===== src/rtl/shift_add_mul.sv =====
// Iterative WIDTH x WIDTH unsigned shift-add multiplier: low product bits plus overflow flag.
// Latency WIDTH cycles (data-dependent with MUL_EARLY_EXIT_EN); Start is ignored while Busy or Done.
module shift_add_mul #(
  parameter int WIDTH = 64
) (
  input  logic             Clk,
  input  logic             Rst_n,
  input  logic             Start,
  input  logic [WIDTH-1:0] OpA,
  input  logic [WIDTH-1:0] OpB,
  output logic             Busy,
  output logic             Done,
  output logic [WIDTH-1:0] Result,
  output logic             Overflow
);

  localparam int CW = $clog2(WIDTH);
  localparam logic [CW-1:0] CNT_LAST = CW'(WIDTH - 1);

  typedef enum logic [1:0] {IDLE, RUN, DONE} state_t;

  state_t             state, state_nxt;
  logic [2*WIDTH-1:0] mcand, acc, acc_nxt;
  logic [WIDTH-1:0]   mplr, mplr_nxt;
  logic [CW-1:0]      cnt;
  logic               last_step;

  // Accumulator never wraps: the full 2*WIDTH product always fits.
  always_comb begin
    acc_nxt  = mplr[0] ? (acc + mcand) : acc;
    mplr_nxt = mplr >> 1;
`ifdef MUL_EARLY_EXIT_EN
    last_step = (cnt == CNT_LAST) || (mplr_nxt == '0);
`else
    last_step = (cnt == CNT_LAST);
`endif
  end

  always_comb begin
    state_nxt = state;
    case (state)
      IDLE:    if (Start) state_nxt = RUN;
      RUN:     if (last_step) state_nxt = DONE;
      DONE:    state_nxt = IDLE;
      default: state_nxt = IDLE;
    endcase
  end

  always_ff @(posedge Clk or negedge Rst_n) begin
    if (!Rst_n) state <= IDLE;
    else        state <= state_nxt;
  end

  always_ff @(posedge Clk or negedge Rst_n) begin
    if (!Rst_n) begin
      mcand    <= '0;
      mplr     <= '0;
      acc      <= '0;
      cnt      <= '0;
      Result   <= '0;
      Overflow <= 1'b0;
      Busy     <= 1'b0;
      Done     <= 1'b0;
    end else begin
      Busy <= (state_nxt == RUN);
      Done <= (state_nxt == DONE);
      case (state)
        IDLE: begin
          if (Start) begin
            mcand <= {{WIDTH{1'b0}}, OpA};
            mplr  <= OpB;
            acc   <= '0;
            cnt   <= '0;
          end
        end
        RUN: begin
          acc   <= acc_nxt;
          mcand <= mcand << 1;
          mplr  <= mplr_nxt;
          cnt   <= cnt + CW'(1);
          // Outputs take the post-add accumulator so the final step is included.
          if (last_step) begin
            Result   <= acc_nxt[WIDTH-1:0];
            Overflow <= |acc_nxt[2*WIDTH-1:WIDTH];
          end
        end
        default: ;
      endcase
    end
  end

endmodule


===== config.mk =====
export PLATFORM = sky130hd
export DESIGN_NAME = shift_add_mul
export DESIGN_NICKNAME = d
export VERILOG_FILES = /design/src/rtl/shift_add_mul.sv
export SDC_FILE = /design/constraint.sdc
export NUM_CORES = 1
export LEC_CHECK = 0
export CORE_ASPECT_RATIO = 0.9
export CORE_MARGIN = 2
export CORE_UTILIZATION = 55
export DETAILED_ROUTE_END_ITERATION = 12
export HOLD_SLACK_MARGIN = 0.08
export PLACE_DENSITY = 0.76
export SLEW_MARGIN = 5
export SYNTH_ARGS = -nofsm -noshare
export SYNTH_HDL_FRONTEND = slang
export SYNTH_SLANG_ARGS = --single-unit

===== constraint.sdc =====
create_clock -name Clk -period 4.6 [get_ports Clk]
set_input_delay 0.92 -clock Clk [delete_from_list [all_inputs] [get_ports Clk]]
set_output_delay 0.92 -clock Clk [all_outputs]
set_load 0.01 [all_outputs]

# Word level (Yosys, flattened, before mapping)
# Index checks and enable logic that the tools add are counted.
dict set report word_totals {
  reg_bits 395
  in_bits 131
  out_inout_bits 67
  wordCells 33
}
dict set report classes {
  add_sub_neg 2
  n_eq_ne 5
  muxes 12
  reduce_logical 5
}
# cell n
set op_table {}
lappend op_table {{128-bit one-hot mux with 2 select lines} 2}
lappend op_table {{128-bit two-way mux} 3}
lappend op_table {{128-bit adder} 1}
lappend op_table {{64-bit one-hot mux with 2 select lines} 1}
lappend op_table {{64-bit two-way mux} 1}
lappend op_table {{64-bit OR reduction} 1}
lappend op_table {{6-bit one-hot mux with 2 select lines} 1}
lappend op_table {{6-bit by 1-bit adder with 6-bit output (second input constant)} 1}
lappend op_table {{6-bit equality test (second input constant)} 1}
lappend op_table {{6-bit two-way mux} 1}
lappend op_table {{2-bit by 1-bit equality test with 1-bit output (second input constant)} 2}
lappend op_table {{2-bit two-way mux} 2}
lappend op_table {{2-bit one-hot mux with 2 select lines} 1}
lappend op_table {{2-bit AND reduction} 2}
lappend op_table {{2-bit equality test (second input constant)} 1}
lappend op_table {{2-bit logical NOT} 1}
lappend op_table {{2-bit inequality test (second input constant)} 1}
lappend op_table {{2-bit nonzero test} 1}

# Depth between registers and ports, before layout
dict set report logic_depth {
  depth_word 4
  depth_mapped 17
  depth_no_buf 17
}

# Least setup slack after synthesis
# No wires, ideal clock.
dict set report synth_timing {
  path_type {register to register}
  start {register mcand[0]}
  end {register Overflow}
  setup_ns 0.133
  t_arrival_ns 3.708
  t_required_ns 4.467
  setup_slack_ns 0.759
  stages_incl_launch_ff 18
  n_path_buf 0
  synth_period_minus_slack_ns 3.841
  path_cell_list {dfrtp_1 ha_1 inv_1 fa_1 nor2b_1 o311ai_2 a22o_1 o211ai_2 a21oi_2 o31ai_1 a31oi_1 xor2_1 nand2_1 nor2_1 o211ai_1 or4_1 nor4_1 a31oi_1}
}
dict set report synth_between {
  elab_chain_len 3
}
# element line_no
set synth_lines {}
lappend synth_lines {{start, declared} 23} ;# logic [2*WIDTH-1:0] mcand, acc, acc_nxt;
lappend synth_lines {{start signal, assigned} 70} ;# mcand <= {{WIDTH{1'b0}}, OpA};
lappend synth_lines {{start signal, assigned} 78} ;# mcand <= mcand << 1;
lappend synth_lines {{128-bit adder} 30} ;# acc_nxt = mplr[0] ? (acc + mcand) : acc;
lappend synth_lines {{128-bit two-way mux} 30}
lappend synth_lines {{64-bit OR reduction} 84} ;# Overflow <= |acc_nxt[2*WIDTH-1:WIDTH];
lappend synth_lines {{end signal, assigned} 84}
lappend synth_lines {{end, declared} 14} ;# output logic Overflow
# Every way passes these cells.
# A chain may end at the register's enable or synchronous reset.

# Final worst setup path
dict set report layout_timing {
  start {register acc[92]}
  end {register Overflow}
}
dict set report layout_between {
  elab_chain_len 3
}
# element line_no
set layout_lines {}
lappend layout_lines {{start, declared} 23}
lappend layout_lines {{start signal, assigned} 77} ;# acc <= acc_nxt;
lappend layout_lines {{128-bit adder} 30}
lappend layout_lines {{128-bit two-way mux (*)} 30}
lappend layout_lines {{64-bit OR reduction (*)} 84}
# Every way passes the cells marked *; elsewhere a longest branch is shown, timed or not.

==> results.cfg <==
[status]
outcome = complete, but fails checks
violations = setup timing

[worst_setup_path]
critPathKind = reg -> reg
crit_chain = ha_1 -> nand4_1 -> nor2_1 -> nand4_1 -> a2111oi_0 -> a31oi_1 -> nand3_1 -> buf_4 -> a21oi_1 -> nor4_4 -> nand4_1 -> nor4b_2 -> nand3_1 -> nand4b_1 -> nor4_2 -> a31oi_1
crit_required_ns = 5.07
slowest_delay_ns = 0.44
endpoint_kind = flip-flop
cp.buffers_inverters = 1
r2r-start = acc[92]$_DFFE_PN0P_
crit_path_max_fanout = 6
reg2reg_to = Overflow$_DFFE_PN0P_
arrival_ns = 5.08
cp-start-kind = flip-flop
rrSetupSlack_ns = -0.01
rr_worst_depth = 16
crit_path_frequent_cell = nand4_1
critPathSlowestCell = dfrtp_1
cp_top_family = simple AND/OR/NAND/NOR gates

[cells_and_area]
fin_nets = 3516
final_cells = 3914
syn_to_final_growth_pct = 18.0
seq_area_um2 = 9900
fill_cells = 3865
drive_gt1_share_pct = 9.76
multi_input_area_um2 = 15700
post-route-util_pct = 65.4

[yosys]
synthAdderAreaFrac_pct = 6.14
ys.flop_type = dfrtp_1
yosysWarnings = 0
synth_compound_gate_area_share_pct = 31.6
syn-cell-area_um2 = 26400
synth_cells = 3079
synth_enable_flop_cells = 0
synth_top_family_by_area = compound AO/OA/AOI/OAI gates
synth_xor_area_share_pct = 3.78
synth_cell_types = 95
synth-simple-area-share_pct = 14.4
synth-seq-cells = 395
ys_seq_area_share_pct = 37.4
synth.avg_cell_area_um2 = 8.57
synth-async-reset-ratio_pct = 100
synthMuxAreaShare_pct = 2.74
syn_nets = 3339

[clock_tree]
clk-insertion-delay-late_ns = 0.61
postCtsHoldBufs = 0
cts_sinks = 395
cts_tree = done
clockBufferDepth = 3
cts-htree-levels = 2
ctsRootBufferMaster = clkbuf_16
clk_pin_slew_worst_paths_ns = 0.07
numCtsBuffers = 44

[floorplanning]
initial_core_util_pct = 55.4
die_w_um = 235
core_um2 = 47600
die-area_um2 = 49800
die_y_um = 212
ioPinCount = 198
rows = 76

[global_routing]
grt_overflow = 0
grt_pass1_wl_um = 153000
grt_use_total_pct = 39.3
grt_pass1_vias = 25200
antenna_found_initial = 1
grt_max_degree = 128

[sta]
setup_ws_ns = -0.00987
setup_viol = 1
hold_violations = 0
min_period_ns = 4.61
slew_headroom_pct = 28.8
max_freq_ghz = 0.217
post-route-period-util_pct = 100
fin_skew_ns = 0.0342
slew_violations = 0
tightestPinTransition_ns = 1.07

[route]
detail_route.wl_per_cell_um = 25.6
drt_iter0_drc = 3603
wirelength_um = 100000
drcViolationCount = 0
dr.pass1.iters = 6
vias = 26800
viasPerCell = 6.86
antenna_left = 0

[pwr]
power_density_nw_per_um2 = 817
total_power_uw = 25400
vdd_drop_max_uv = 415
power_leakage_uw = 0.0133

[place]
dp_slack_ns = -0.178
dp.cells = 3826
finalWeightedCongestion = 1.05
place_hpwl_um = 74800
port_buffers = 197

[hold_path]
hp-class = in -> async

[job]
drv_cap = 0
[worst max-delay path by stage]
stage | end | cells after the start | slack (ns) | from
6_report | Overflow$_DFFE_PN0P_ | 16 | -0.01 | acc[92]$_DFFE_PN0P_
4_1_cts | Overflow$_DFFE_PN0P_ | 17 | 0.03 | mcand[14]$_DFFE_PN0P_
5_1_grt | Overflow$_DFFE_PN0P_ | 17 | -0.06 | mcand[19]$_DFFE_PN0P_
2_1_floorplan | Overflow$_DFFE_PN0P_ | 17 | 0.76 | mcand[0]$_DFFE_PN0P_
3_5_place_dp | Overflow$_DFFE_PN0P_ | 16 | -0.18 | mcand[44]$_DFFE_PN0P_
3_3_place_gp | Overflow$_DFFE_PN0P_ | 16 | -0.12 | mcand[44]$_DFFE_PN0P_
[stage by stage]
step / area, um2 / hold WS (ns) / TNS, ns
2_1_floorplan: 26400 / 0.456 / 0
3_3_place_gp: 29500 / 0.464 / -0.124
3_5_place_dp: 29500 / 0.473 / -0.178
4_1_cts: 30900 / 0.430 / 0
5_1_grt: 31200 / 0.462 / -0.0573
6_report: 31200 / 0.394 / -0.00987
[cell families after synthesis]
| kind of cell | count (synthesis) |
|---|---|
| compound gates | 1283 |
| simple gates | 835 |
| flops | 395 |
| buf+inv | 251 |
| fa+ha+maj | 129 |
| xor+xnor | 114 |
| mux | 72 |
[sequential cells by signal (all words and copies together) (netlist names)]
signal,count
acc,128
mcand,128
Result,64
mplr,64
cnt,6
state,2
Busy,1
Done,1
Overflow,1
[repair_timing]
action / in CTS / in global routing
gates cloned: 0 / 0
gates resized for setup: 4 / 48
setup buffers: 0 / 8
pin swaps: 0 / 10
setup endpoints to repair: 1 / 1
[area by class of cell]
| cell class | count | share of cell area, % |
|---|---|---|
| well taps | 624 | 2.51 |
| diodes | 1 | 0.00803 |
| clock inverters | 17 | 0.570 |
| clock buffers | 62 | 3.98 |
| repair buffers | 351 | 10.3 |
| multi-input cells | 2433 | 50.5 |
| inverters | 31 | 0.381 |
| flip-flops and latches | 395 | 31.8 |
[metal layers]
layer / global-route usage (%) / wire (um) / vias to the layer above
li1: - / - / 11900
met1: 59.5 / 44600 / 13200
met2: 55.8 / 41400 / 1547
met3: 9.79 / 11700 / 158
met4: 9.71 / 2410 / 0
met5: 0 / 0 / -
[power breakdown]
group	internal, uW	switching, uW	total (uW)
clock	2000	1550	3550
combinational	5780	9810	15600
sequential	4880	1420	6300
[cell usage in the layout (no fill, tap or decap), types with 11 or more instances in the layout]
cell type        instances
mux2i_1                 69
clkdlybuf4s50_1        196
nor2_1                 186
o211ai_1                15
a21o_1                  54
a21oi_2                 12
o21a_1                  21
and3_1                  13
clkbuf_16               44
clkinv_2                12
nor2b_1                 16
o21bai_1                18
xor2_1                  53
nor3_1                  52
o21ai_1                 40
a211oi_1                17
a21oi_1                230
nand3_1                 38
a31oi_1                 15
a22oi_1                258
dfrtp_1                392
buf_4                  147
nor4_1                  14
xnor2_1                 61
o31ai_1                 11
nand2_1                367
a22o_1                 103
nand4_1                 74
clkbuf_1                11
o21ai_0                387
ha_1                   117
inv_1                   28
[synth_stat cells (28+ instances only)]
master	n	share of area [%]
nor3_1	56	1.1
nor2_1	190	2.7
dfrtp_1	395	37
nand3_1	38	0.72
inv_1	28	0.40
a22oi_1	259	7.4
o21ai_1	35	0.66
a21o_1	54	1.5
mux2i_1	70	2.7
a22o_1	104	3.5
nand4_1	74	1.8
buf_2	30	0.57
ha_1	128	6.1
o21ai_0	394	7.5
a21oi_1	235	4.5
xor2_1	53	1.8
xnor2_1	61	2.0
nand2_1	368	5.2
clkbuf_1	165	2.3
No activity file was read; power rests on OpenSTA's default activity.
